### src/rtl/vram_draw_controller.sv
// vram_draw_controller
//
// Drives the write port of a frame-buffer block RAM. After reset the whole buffer
// is filled with a latched color. From idle it then either repeats the full-screen
// fill (clear_req) or paints a square brush stroke (touch_valid) centered on
// (touch_x, touch_y). The stroke visits (2s+1)^2 candidate pixels in raster order.
// Candidates that fall off the screen use up their cycle without writing.
//
// Ports
//   clk, rst       system clock, synchronous active-high reset
//   clear_req      level request for a full-screen fill with clear_color
//   clear_color    fill color
//   touch_valid    stroke request qualifier
//   touch_x/y      stroke center
//   brush_size     brush half-size s, clamped to BRUSH_MAX
//   pen_color      stroke color
//   vram_wr_*      registered block-RAM write port (enable, address, data)
//   busy           fill or stroke in progress
//   clearing       fill in progress
//   draw_done      one-cycle pulse after the last stroke pixel
//
// Optional feature: define VRAM_DRAW_DEDUP_EN to drop a touch that exactly repeats
// the last completed stroke. Any clear or reset forgets that stroke.

module vram_draw_controller #(
    parameter int unsigned DISPLAY_WIDTH  = 240,
    parameter int unsigned DISPLAY_HEIGHT = 320,
    parameter int unsigned VRAM_W         = 16,
    parameter int unsigned BRUSH_MAX      = 7,
    localparam int unsigned VRAM_L = DISPLAY_WIDTH * DISPLAY_HEIGHT,
    localparam int unsigned AW     = $clog2(VRAM_L),
    localparam int unsigned XW     = $clog2(DISPLAY_WIDTH),
    localparam int unsigned YW     = $clog2(DISPLAY_HEIGHT),
    localparam int unsigned BW     = $clog2(BRUSH_MAX + 1)
) (
    input  logic              clk,
    input  logic              rst,
    input  logic              clear_req,
    input  logic [VRAM_W-1:0] clear_color,
    input  logic              touch_valid,
    input  logic [XW-1:0]     touch_x,
    input  logic [YW-1:0]     touch_y,
    input  logic [BW-1:0]     brush_size,
    input  logic [VRAM_W-1:0] pen_color,
    output logic              vram_wr_ena,
    output logic [AW-1:0]     vram_wr_addr,
    output logic [VRAM_W-1:0] vram_wr_data,
    output logic              busy,
    output logic              clearing,
    output logic              draw_done
);

    // Candidate coordinates use an extra sign bit plus headroom. A negative value
    // therefore reads as a huge unsigned number, and one unsigned compare covers
    // both edges of the screen.
    localparam int unsigned CW = ((XW > YW) ? XW : YW) + BW + 2;

    typedef enum logic [1:0] {
        StClearing,
        StIdle,
        StDrawing
    } state_e;

    state_e              state_q;
    logic [AW-1:0]       clr_cnt_q;
    logic [VRAM_W-1:0]   fill_color_q;
    logic [XW-1:0]       cur_x_q;
    logic [YW-1:0]       cur_y_q;
    logic [BW-1:0]       cur_s_q;
    logic [VRAM_W-1:0]   cur_color_q;
    logic [BW:0]         off_x_q;
    logic [BW:0]         off_y_q;
    logic                done_pend_q;

`ifdef VRAM_DRAW_DEDUP_EN
    logic                hist_valid_q;
    logic [XW-1:0]       hist_x_q;
    logic [YW-1:0]       hist_y_q;
    logic [BW-1:0]       hist_s_q;
    logic [VRAM_W-1:0]   hist_color_q;
`endif

    logic [BW-1:0]       s_clamp_c;
    logic [BW:0]         span_c;
    logic [CW-1:0]       px_c;
    logic [CW-1:0]       py_c;
    logic                in_range_c;
    logic [AW-1:0]       addr_c;
    logic                last_c;
    logic                dup_c;

    always_comb begin
        s_clamp_c = (brush_size > BW'(BRUSH_MAX)) ? BW'(BRUSH_MAX) : brush_size;
        span_c    = {cur_s_q, 1'b0};
        // Offsets run 0..2s, so the candidate is center + offset - s.
        px_c       = CW'(cur_x_q) + CW'(off_x_q) - CW'(cur_s_q);
        py_c       = CW'(cur_y_q) + CW'(off_y_q) - CW'(cur_s_q);
        in_range_c = (px_c < CW'(DISPLAY_WIDTH)) && (py_c < CW'(DISPLAY_HEIGHT));
        // Only meaningful when in range, where the value is below VRAM_L.
        addr_c     = AW'(py_c) * AW'(DISPLAY_WIDTH) + AW'(px_c);
        last_c     = (off_x_q == span_c) && (off_y_q == span_c);
        dup_c      = 1'b0;
`ifdef VRAM_DRAW_DEDUP_EN
        dup_c = hist_valid_q && (touch_x == hist_x_q) && (touch_y == hist_y_q) &&
                (s_clamp_c == hist_s_q) && (pen_color == hist_color_q);
`endif
    end

    // busy and clearing follow the write port. They rise on the cycle a request is
    // accepted and stay high through the cycle that shows the final write.
    always_ff @(posedge clk) begin
        if (rst) begin
            state_q      <= StClearing;
            clr_cnt_q    <= '0;
            fill_color_q <= clear_color;
            cur_x_q      <= '0;
            cur_y_q      <= '0;
            cur_s_q      <= '0;
            cur_color_q  <= '0;
            off_x_q      <= '0;
            off_y_q      <= '0;
            done_pend_q  <= 1'b0;
            vram_wr_ena  <= 1'b0;
            vram_wr_addr <= '0;
            vram_wr_data <= '0;
            busy         <= 1'b1;
            clearing     <= 1'b1;
            draw_done    <= 1'b0;
`ifdef VRAM_DRAW_DEDUP_EN
            hist_valid_q <= 1'b0;
            hist_x_q     <= '0;
            hist_y_q     <= '0;
            hist_s_q     <= '0;
            hist_color_q <= '0;
`endif
        end else begin
            vram_wr_ena <= 1'b0;
            draw_done   <= 1'b0;
            done_pend_q <= 1'b0;
            busy        <= (state_q != StIdle);
            clearing    <= (state_q == StClearing);

            unique case (state_q)
                StClearing: begin
                    vram_wr_ena  <= 1'b1;
                    vram_wr_addr <= clr_cnt_q;
                    vram_wr_data <= fill_color_q;
                    if (clr_cnt_q == AW'(VRAM_L - 1)) begin
                        state_q <= StIdle;
                    end else begin
                        clr_cnt_q <= clr_cnt_q + AW'(1);
                    end
                end

                StIdle: begin
                    draw_done <= done_pend_q;
                    if (clear_req) begin
                        state_q      <= StClearing;
                        clr_cnt_q    <= '0;
                        fill_color_q <= clear_color;
                        busy         <= 1'b1;
                        clearing     <= 1'b1;
`ifdef VRAM_DRAW_DEDUP_EN
                        hist_valid_q <= 1'b0;
`endif
                    end else if (touch_valid && !dup_c) begin
                        state_q     <= StDrawing;
                        cur_x_q     <= touch_x;
                        cur_y_q     <= touch_y;
                        cur_s_q     <= s_clamp_c;
                        cur_color_q <= pen_color;
                        off_x_q     <= '0;
                        off_y_q     <= '0;
                        busy        <= 1'b1;
                    end
                end

                StDrawing: begin
                    if (clear_req) begin
                        // Abort: the fill starts on this edge, so address 0 is written
                        // immediately with the newly sampled color.
                        fill_color_q <= clear_color;
                        vram_wr_ena  <= 1'b1;
                        vram_wr_addr <= '0;
                        vram_wr_data <= clear_color;
                        clearing     <= 1'b1;
`ifdef VRAM_DRAW_DEDUP_EN
                        hist_valid_q <= 1'b0;
`endif
                        if (VRAM_L == 1) begin
                            state_q <= StIdle;
                        end else begin
                            state_q   <= StClearing;
                            clr_cnt_q <= AW'(1);
                        end
                    end else begin
                        vram_wr_ena  <= in_range_c;
                        vram_wr_addr <= addr_c;
                        vram_wr_data <= cur_color_q;
                        if (last_c) begin
                            state_q     <= StIdle;
                            done_pend_q <= 1'b1;
`ifdef VRAM_DRAW_DEDUP_EN
                            hist_valid_q <= 1'b1;
                            hist_x_q     <= cur_x_q;
                            hist_y_q     <= cur_y_q;
                            hist_s_q     <= cur_s_q;
                            hist_color_q <= cur_color_q;
`endif
                        end else if (off_x_q == span_c) begin
                            off_x_q <= '0;
                            off_y_q <= off_y_q + 1'b1;
                        end else begin
                            off_x_q <= off_x_q + 1'b1;
                        end
                    end
                end

                default: begin
                    state_q   <= StClearing;
                    clr_cnt_q <= '0;
                end
            endcase
        end
    end

endmodule
### config.mk
export PLATFORM = sky130hd
export DESIGN_NAME = vram_draw_controller
export DESIGN_NICKNAME = d
export VERILOG_FILES = /design/src/rtl/vram_draw_controller.sv
export SDC_FILE = /design/constraint.sdc
export NUM_CORES = 1
export LEC_CHECK = 0
export CORE_MARGIN = 4
export CORE_UTILIZATION = 45
export CTS_BUF_LIST = sky130_fd_sc_hd__clkbuf_4
export DETAILED_ROUTE_END_ITERATION = 6
export PLACE_DENSITY = 0.76
export SYNTH_ARGS = -nofsm -noshare
export SYNTH_HDL_FRONTEND = slang
export SYNTH_SLANG_ARGS = --single-unit
### constraint.sdc
create_clock -name clk -period 6.8 [get_ports clk]
set_input_delay 1.36 -clock clk [delete_from_list [all_inputs] [get_ports clk]]
set_output_delay 1.36 -clock clk [all_outputs]
set_load 0.05 [all_outputs]
==> reports/qor.txt <==
IO Pins -> 93
aggregate global routing overflow -> 0
nets -> 1090
WP data arrival -> 6.36 ns
die area -> 0.0187 mm^2
Post-CTS Repair Setup Buffers -> 0
DRC violations left -> 0
die width -> 137 um
outcome -> completed
PostCTS Resize Cnt -> 0
number of diodes -> 0
share of layout cells above drive strength 1 -> 4.54%
row count -> 46
synthesized area -> 0.00747 mm^2
Sw Ratio -> 24.7%
Mapped Nets -> 1010
Worst Hold Class -> reg2reg
WL/cell -> 14.1 um
CTS Buffer Depth -> 2
Total GRT Usage -> 18.4%
vias in the first global route -> 5903
worst rel slew slack -> 21.6%
Synth top area share -> 27.1%
largest net degree at the start of global routing -> 63
#FFs+latches synth -> 117
antenna violations before repair -> 0
clk_lat worst skew -> 0.54 ns
Final setup viols -> 0
Reg clk slew, reported paths -> 0.10 ns
Max H-tree Level -> 4
internal power -> 991 uW
post-DP HPWL -> 12500 um
grt met3 use -> 3.31%
GR Layer Usage met1 -> 25.7%
Leakage -> 0.00367 uW
most frequent cells in the layout -> dfxtp_1, nand2_1, a21oi_1, clkdlybuf4s50_1, inv_1
Avg Cell Area, Syn -> 8.53 um^2
Worst-Margin Slew -> 1.17 ns
RSZ-0062 raised after global routing -> no
1st-pass router iterations -> 4
cell taking the most area after synthesis -> dfxtp_1
part of the power in combinational logic -> 8.9%
GR peak layer -> met2
Most used DFF post-synth -> dfxtp_1
clock share of power -> 36.0%
Post-synth EDFFs -> 16
sequential power share -> 55.1%
TNS Setup -> 0 ns
ys async rst share -> 0%
vias per std cell -> 5.24
synth unique cells -> 58
Setup Skew -> 0.0363 ns
met2 GRT Util -> 29.2%
total core area -> 0.0161 mm^2
Sw Pwr -> 324 uW
Iter 0 DRT Violations -> 298
max-cap check violation count -> 0
register area share after synthesis -> 33.5%
clk sinks -> 117
Cells after Synth -> 876
pre-CTS setup slack -> 0.822 ns
Die Height -> 137 um
routability congestion estimate -> 0.883
period utilization -> 87.9%
area delta synth->final -> 18.1%
worst hold path depth -> 2
power per cell area -> 149 mW/mm^2
worst setup margin -> 0.823 ns
commonest non-fill, non-tap cell in the layout -> dfxtp_1
final hold vios -> 0
dpl cell area -> 0.00856 mm^2
R2R cell count -> 25
Tmin final -> 5.98 ns
Peak Freq -> 167 MHz
largest cells by area after synthesis -> dfxtp_1, ha_1, edfxtp_1
design area -> 0.00882 mm^2
CTS Root Cell -> clkbuf_4
Max Slew Vio Count -> 0
# port buffers -> 92
worst vdd ir -> 0.0000788 V
Starting Density -> 46.5%
first-pass GRT wire length -> 28000 um
CTS tree -> yes
crit path launch type -> flip-flop
Num CTS Buffers -> 17
WL final -> 16700 um
capturing element type of the critical path -> flip-flop
DR vias -> 6210
number of hold buffers added after cts -> 0
WS Path Type -> reg2reg
Detail Route Antenna Nets -> 0
CP max FO -> 7
Ys Warns -> 0
Critical Path RT -> 7.18 ns
==> metrics by stage <==
step / utilization, % / power (uW) / std cells / hold slack, ns
6_report: 54.9 / 1310 / 1185 / 0.457
5_1_grt: 54.9 / 1370 / 1185 / 0.482
4_1_cts: 54.9 / 1330 / 1185 / 0.460
3_5_place_dp: 53.3 / 857 / 1153 / 0.447
3_3_place_gp: 53.3 / 856 / 1153 / 0.441
2_1_floorplan: - / 799 / 876 / 0.436
==> metal layers <==
layer  share of wire [%]  wire length (um)  up-vias
li1                    -                 -     3168
met1                  49              8250     2901
met2                  46              7640      123
met3                 3.7               612       18
met4                 1.4               231        0
met5                   0                 0        -
==> synthesized netlist by cell type (12+ instances only) <==
cell        n
a211oi_1   37
a21o_1     12
a21oi_1    95
clkbuf_1   27
dfxtp_1   101
edfxtp_1   16
fa_1       20
ha_1       58
inv_1      87
mux2i_1    33
nand2_1    97
nor2_1     63
nor2b_1    23
o21ai_0    16
xnor2_1    33
xor2_1     24
==> path summary, 6_finish.rpt <==
kind / startpoint / to / slack, ns
setup / recovery: off_y_q[1] / vram_wr_addr[15] / 0.82
hold / removal: cur_color_q[4] / cur_color_q[4] / 0.46
setup reg to reg: off_y_q[1] / vram_wr_addr[15] / 0.82
hold reg to reg: cur_color_q[4] / cur_color_q[4] / 0.46
==> cell type report <==
class / instances / area [um^2]
clock buffer: 19 / 143
clock inverter: 13 / 116
multi-input combinational: 636 / 4510
sequential: 117 / 2500
tap: 216 / 270
timing repair buffer: 97 / 953
fill: 1451 / 7240
inverter: 87 / 327
==> state kept, by name, indices dropped and copies added (netlist names) <==
| name | count |
|---|---|
| cur_y_q | 9 |
| off_x_q | 4 |
| cur_x_q | 8 |
| off_y_q | 4 |
| done_pend_q | 1 |
| draw_done | 1 |
| clearing | 1 |
| vram_wr_addr | 17 |
| busy | 1 |
| cur_color_q | 16 |
| vram_wr_ena | 1 |
| cur_s_q | 3 |
| clr_cnt_q | 17 |
| state_q | 2 |
| fill_color_q | 16 |
| vram_wr_data | 16 |
==> logic make-up after synthesis <==
kind of cell,synth area share [%]
buffers and inverters,6.25
flip-flops,33.5
multiplexers,4.57
XOR/XNOR,6.68
adder cells (fa/ha/maj),15.1
AO/OA/AOI/OAI,17.1
AND/OR/NAND/NOR,16.8
==> worst max-delay path, stage by stage (launching register included) <==
cell      delay (ns)
dfxtp_1         0.42
inv_1           0.07
fa_1            0.53
inv_1           0.06
ha_1            0.29
a21o_1          0.18
a21oi_1         0.25
xnor2_1         0.35
inv_1           0.18
fa_1            0.53
fa_1            0.51
inv_1           0.04
ha_1            0.33
nor2b_1         0.16
o31a_1          0.28
nor2_1          0.10
nor2_1          0.05
nor2_1          0.11
xnor2_1         0.13
ha_1            0.30
o211ai_1        0.10
a21oi_1         0.06
a221o_1         0.32
a21oi_1         0.19
mux2i_1         0.21
o211ai_1        0.10
==> power groups by stage <==
stage / clock [uW] / combinational [uW] / sequential, uW
floorplan: 0 / 33.9 / 766
finish: 473 / 117 / 725
global route: 517 / 124 / 727
detailed placement: 0 / 117 / 740
CTS: 488 / 117 / 725
global placement: 0 / 116 / 740
No activity file was read; power rests on OpenSTA's default activity.
